==> config.mk <==
export PLATFORM = sky130hd
export DESIGN_NAME = program_counter_flat
export DESIGN_NICKNAME = d
export VERILOG_FILES = /design/src/rtl/program_counter_if.sv /design/src/rtl/program_counter.sv /design/src/flat_wrapper.sv
export SDC_FILE = /design/constraint.sdc
export NUM_CORES = 1
export LEC_CHECK = 0
export ABC_AREA = 1
export CAP_MARGIN = 30
export CORE_MARGIN = 4
export CORE_UTILIZATION = 45
export CTS_CLUSTER_SIZE = 20
export DETAILED_ROUTE_END_ITERATION = 7
export PLACE_DENSITY = 0.77
export SYNTH_ARGS = -nofsm -noshare
export SYNTH_HDL_FRONTEND = slang
export SYNTH_SLANG_ARGS = --single-unit
==> constraint.sdc <==
create_clock -name clk -period 3.9 [get_ports clk]
set_clock_uncertainty 0.2 [all_clocks]
set_input_delay 0.585 -clock clk [delete_from_list [all_inputs] [get_ports clk]]
set_output_delay 0.585 -clock clk [all_outputs]
set_load 0.01 [all_outputs]
==> src/rtl/program_counter_if.sv <==
// Request/status bundle between an instruction-fetch controller (master) and
// the program counter with its return stack (slave).
interface program_counter_if #(
    parameter int unsigned WIDTH = 16,
    parameter int unsigned DEPTH = 4
);
    localparam int unsigned LW = $clog2(DEPTH + 1);

    logic             en;
    logic             jmp;
    logic             brn;
    logic             call;
    logic             ret;
    logic [WIDTH-1:0] target;
    logic [WIDTH-1:0] offset;
    logic [WIDTH-1:0] add;
    logic [LW-1:0]    level;
    logic             full;
    logic             empty;
    logic             err_ovf;
    logic             err_udf;

    modport master (
        output en, jmp, brn, call, ret, target, offset,
        input  add, level, full, empty, err_ovf, err_udf
    );

    modport slave (
        input  en, jmp, brn, call, ret, target, offset,
        output add, level, full, empty, err_ovf, err_udf
    );
endinterface

==> src/rtl/program_counter.sv <==
// Program counter with jump, relative branch and a bounded call/return stack.
// Overflowing calls and underflowing returns fall through to PC + STEP and raise sticky flags.
module program_counter #(
    parameter int unsigned WIDTH     = 16,
    parameter int unsigned RESET_VEC = 0,
    parameter int unsigned STEP      = 1,
    parameter int unsigned DEPTH     = 4
) (
    input logic               clk,
    input logic               reset,
    program_counter_if.slave  bus
);
    localparam int unsigned LW = $clog2(DEPTH + 1);
    localparam int unsigned IW = (DEPTH > 1) ? $clog2(DEPTH) : 1;

    logic [WIDTH-1:0] add_q, add_d;
    logic [LW-1:0]    level_q, level_d;
    logic             ovf_q, ovf_d;
    logic             udf_q, udf_d;
    logic [WIDTH-1:0] stack_q [DEPTH];
    logic             push;
    logic             full;
    logic             empty;
    logic [WIDTH-1:0] add_inc;
    logic [IW-1:0]    push_idx;
    logic [IW-1:0]    pop_idx;

    assign full     = (level_q == LW'(DEPTH));
    assign empty    = (level_q == '0);
    assign add_inc  = add_q + WIDTH'(STEP);
    assign push_idx = IW'(level_q);
    assign pop_idx  = IW'(level_q - LW'(1));

    // Fixed priority: jmp > call > ret > brn > sequential increment.
    always_comb begin
        add_d   = add_inc;
        level_d = level_q;
        ovf_d   = ovf_q;
        udf_d   = udf_q;
        push    = 1'b0;
        if (bus.jmp) begin
            add_d = bus.target;
        end else if (bus.call) begin
            if (!full) begin
                push    = 1'b1;
                level_d = level_q + LW'(1);
                add_d   = bus.target;
            end else begin
                ovf_d = 1'b1;
            end
        end else if (bus.ret) begin
            if (!empty) begin
                add_d   = stack_q[pop_idx];
                level_d = level_q - LW'(1);
            end else begin
                udf_d = 1'b1;
            end
        end else if (bus.brn) begin
            add_d = add_q + bus.offset;
        end
    end

    always_ff @(posedge clk) begin
        if (reset) begin
            add_q   <= WIDTH'(RESET_VEC);
            level_q <= '0;
            ovf_q   <= 1'b0;
            udf_q   <= 1'b0;
        end else if (bus.en) begin
            add_q   <= add_d;
            level_q <= level_d;
            ovf_q   <= ovf_d;
            udf_q   <= udf_d;
        end
    end

    // Entries above level are dead, so the stack storage needs no reset.
    always_ff @(posedge clk) begin
        if (!reset && bus.en && push) begin
            stack_q[push_idx] <= add_inc;
        end
    end

    assign bus.add     = add_q;
    assign bus.level   = level_q;
    assign bus.full    = full;
    assign bus.empty   = empty;
    assign bus.err_ovf = ovf_q;
    assign bus.err_udf = udf_q;
endmodule
==> src/flat_wrapper.sv <==
// flat-port wrapper written by rule: the top's interface ports become plain ports
module program_counter_flat 
#(
    parameter int unsigned WIDTH     = 16,
    parameter int unsigned RESET_VEC = 0,
    parameter int unsigned STEP      = 1,
    parameter int unsigned DEPTH     = 4
)
  (clk, reset, bus_en, bus_jmp, bus_brn, bus_call, bus_ret, bus_target, bus_offset, bus_add, bus_level, bus_full, bus_empty, bus_err_ovf, bus_err_udf);
  program_counter_if #(.WIDTH(WIDTH), .DEPTH(DEPTH)) bus_i ();
  input logic clk;
  input logic reset;
  input wire logic [$bits(bus_i.en)-1:0] bus_en;
  input wire logic [$bits(bus_i.jmp)-1:0] bus_jmp;
  input wire logic [$bits(bus_i.brn)-1:0] bus_brn;
  input wire logic [$bits(bus_i.call)-1:0] bus_call;
  input wire logic [$bits(bus_i.ret)-1:0] bus_ret;
  input wire logic [$bits(bus_i.target)-1:0] bus_target;
  input wire logic [$bits(bus_i.offset)-1:0] bus_offset;
  output wire logic [$bits(bus_i.add)-1:0] bus_add;
  output wire logic [$bits(bus_i.level)-1:0] bus_level;
  output wire logic [$bits(bus_i.full)-1:0] bus_full;
  output wire logic [$bits(bus_i.empty)-1:0] bus_empty;
  output wire logic [$bits(bus_i.err_ovf)-1:0] bus_err_ovf;
  output wire logic [$bits(bus_i.err_udf)-1:0] bus_err_udf;
  assign bus_i.en = bus_en;
  assign bus_i.jmp = bus_jmp;
  assign bus_i.brn = bus_brn;
  assign bus_i.call = bus_call;
  assign bus_i.ret = bus_ret;
  assign bus_i.target = bus_target;
  assign bus_i.offset = bus_offset;
  assign bus_add = bus_i.add;
  assign bus_level = bus_i.level;
  assign bus_full = bus_i.full;
  assign bus_empty = bus_i.empty;
  assign bus_err_ovf = bus_i.err_ovf;
  assign bus_err_udf = bus_i.err_udf;
  program_counter #(.WIDTH(WIDTH), .RESET_VEC(RESET_VEC), .STEP(STEP), .DEPTH(DEPTH)) u_core (.clk(clk), .reset(reset), .bus(bus_i));
endmodule
==> summary.md <==
| Metric | Value |
|---|---|
| Post-synth top area cell | edfxtp_1 |
| Sequential cell area | 0.002342 mm^2 |
| Tightest Pin Transition | 0.6914 ns |
| Reg-to-Reg End | u_core.bus.add[12] |
| Final period util | 73.06% |
| Ant diodes | 0 |
| Drt pass-1 iters | 6 |
| Average wire per standard cell | 16.48 um |
| Post-CTS sizing | 0 |
| Antenna violations before repair | 0 |
| Largest net degree at the start of global routing | 36 |
| Max Slew Vio Count | 0 |
| Core ar. | 0.01137 mm^2 |
| Die width | 115.8 um |
| Worst R2R Path Depth | 11 |
| Max_cap viols | 0 |
| Routability cong. | 0.8969 |
| CTS Sinks | 85 |
| Ys Warns | 0 |
| # DRC | 0 |
| Final WL | 14.38 mm |
| Fraction of registers with async set/reset | 0% |
| Hold endpoint | u_core.bus.err_udf |
| Netlist cell types | 43 |
| Reg clk slew, reported paths | 0.07 ns |
| Area growth, synth to finish | 19.52% |
| IO buf count | 61 |
| M2 GR Usage | 38.73% |
| Count leader, synth | nand2_1 |
| Hold buffers post-CTS | 0 |
| Setup crit start kind | input port |
| Busiest grt layer | met2 |
| Final setup vio count | 0 |
| RSZ-0062 raised after global routing | false |
| Slew headroom | 53.75% |
| Hold Crit Start | u_core.bus.err_udf |
| Syn_area_per_cell | 7.857 um^2 |
| Starting Density | 45.96% |
| Place WS | 0.7730 ns |
| Worst-skew pair later-pin latency | 0.34 ns |
| Crit-path cells | clkdlybuf4s50_1 -> nand2_1 -> nand2_1 -> o21ai_0 -> a221oi_1 -> a21oi_1 |
| Area of the multi-input gates | 0.002439 mm^2 |
| Flop2flop setup slack | 1.39 ns |
| Status | complete, no violations |
| GR met3 Demand/Resource | 2.245% |
| FF+latch count, synth | 85 |
| CTS max path bufs | 2 |
| Level count of the clock H-tree | 3 |
| CTS Buf Count | 9 |
| Worst vdd ir | 0.0001857 V |
| Antenna-violating nets left | 0 |
| Grt ovf | 0 |
| Most frequent CP cell | nand2_1 |
| Mapped Area | 0.005225 mm^2 |
| Share of Yosys cell area claimed by the top area cell type | 36.78% |
| FF-to-FF Start | u_core.bus.add[1] |
| Total die area | 0.01340 mm^2 |
| Drt via density | 5.475 |
| DRT iter0 DRCs | 452 |
| Post-Synthesis Cells | 665 |
| Worst-path fanout max | 13 |
| Met1 usage in global routing | 28.16% |
| Crit path kind | input port to flop |
| Hold Path Depth | 2 |
| Total GRT Usage | 22.34% |
| Crit-path slowest cell | clkdlybuf4s50_1 |
| Die H | 115.8 um |
| Critical path capture point type | flop |
| Post-route cell area | 0.006245 mm^2 |
| Setup TNS | 0 ns |
| Max Clock Freq | 351.0 MHz |
| Post-DP HPWL | 10.39 mm |
| DP Area | 0.005953 mm^2 |
| Hold Path Class | flop to flop |
| Clock root cell | clkbuf_16 |
| Area contributors post-synth | edfxtp_1 (37%), nand2_1 (13%), dfxtp_1 (8.0%), inv_1 (5.9%), ha_1 (5.3%) |
| Nets@finish | 787 |
| CTS tree | built |
| Io pins | 62 |
| # fillers | 1005 |
| Crit path time final | 2.849 ns |
| Postcts setup bufs | 0 |
| # rows | 39 |
| Layout cells sized above 1 | 6.301% |
| Final WS setup | 1.051 ns |
| Pleak | 2.652 nW |
| Arrival time worst endpoint | 2.87 ns |
| Worst Path Required | 3.92 ns |
| Global-route wire length before repair | 23.21 mm |
| Most instantiated cells after synthesis | nand2_1 (181), inv_1 (82), edfxtp_1 (64) |
| Final hold vios | 0 |
| Vias in the first global route | 4718 |
| Vias | 4780 |
| Dominant synthesized flop cell | edfxtp_1 |
| Post-synth EDFFs | 64 |
| Sequential fraction of the synthesis area | 44.83% |
| Cell Pwr Density | 374.5 mW/mm^2 |
| Max stage delay on crit path | 0.84 ns |
| Net Count, Synth | 727 |
[placed cells by master, fill, tap and decap left out, types with 8 or more instances in the layout]
master / n
o21ai_0: 55
ha_1: 22
clkbuf_16: 9
o22ai_1: 9
dfxtp_1: 21
edfxtp_1: 64
clkdlybuf4s50_1: 61
a21oi_1: 40
buf_4: 8
nand3_1: 44
nor2_1: 54
nand2_1: 181
inv_1: 82
[report_power, final]
| group | switching (mW) | internal [mW] | total, mW | leakage, nW |
|---|---|---|---|---|
| Combinational | 0.294 | 0.186 | 0.479 | 1.75 |
| Clock | 0.338 | 0.492 | 0.830 | 0.147 |
| Sequential | 0.0297 | 0.999 | 1.03 | 0.758 |
| Total | 0.662 | 1.68 | 2.34 | 2.65 |
[worst max-delay path by stage]
stage | startpoint | endpoint
floorplan | u_core.bus.level[0] | u_core.stack_q[1][0]
global route | bus_brn | u_core.bus.add[4]
detailed placement | bus_brn | u_core.bus.add[4]
global placement | bus_brn | u_core.bus.add[4]
finish | bus_brn | u_core.bus.add[4]
CTS | bus_brn | u_core.bus.add[4]
[stage by stage]
stage	power [mW]	hold WS [ns]	utilization (%)	cells
floorplan	1.347	0.2852	-	665
global placement	1.512	0.2501	52.36	857
detailed placement	1.521	0.2552	52.36	857
CTS	2.337	0.2701	54.92	873
global route	2.451	0.2882	54.92	873
finish	2.339	0.2738	54.92	873
[cells by family after synthesis]
| logic type | share of synthesized area (%) |
|---|---|
| AND/OR/NAND/NOR | 24.93 |
| flip-flops | 44.83 |
| XOR/XNOR | 2.011 |
| buffers and inverters | 8.501 |
| AO/OA/AOI/OAI | 14.08 |
| adder cells (fa/ha/maj) | 5.651 |
[routing by layer]
metal,part of all wire (%),vias to the layer above
met1,40,2188
met4,3.0,0
met5,0,-
met2,49,224
met3,7.9,28
li1,-,2340
[critical path: cells and delay by family]
family | cells | cell delay [ns]
AO/OA/AOI/OAI | 3 | 0.63
buffers and inverters | 1 | 0.84
AND/OR/NAND/NOR | 2 | 0.79
[area by class of cell]
type / instances / area share [%]
Multi-Input combinational cell: 474 / 39.05
Sequential cell: 85 / 37.51
Tap cell: 143 / 2.865
Timing Repair Buffer: 69 / 10.74
Clock inverter: 7 / 1.062
Clock buffer: 9 / 3.606
Inverter: 86 / 5.169
[state kept, by name, indices dropped and copies added, names as in the netlist]
| name | cells |
|---|---|
| u_core.bus.add | 16 |
| u_core.bus.level | 3 |
| u_core.bus.err_ovf | 1 |
| u_core.bus.err_udf | 1 |
| u_core.stack_q | 64 |
Note: power is estimated with default switching activity, not from simulation.
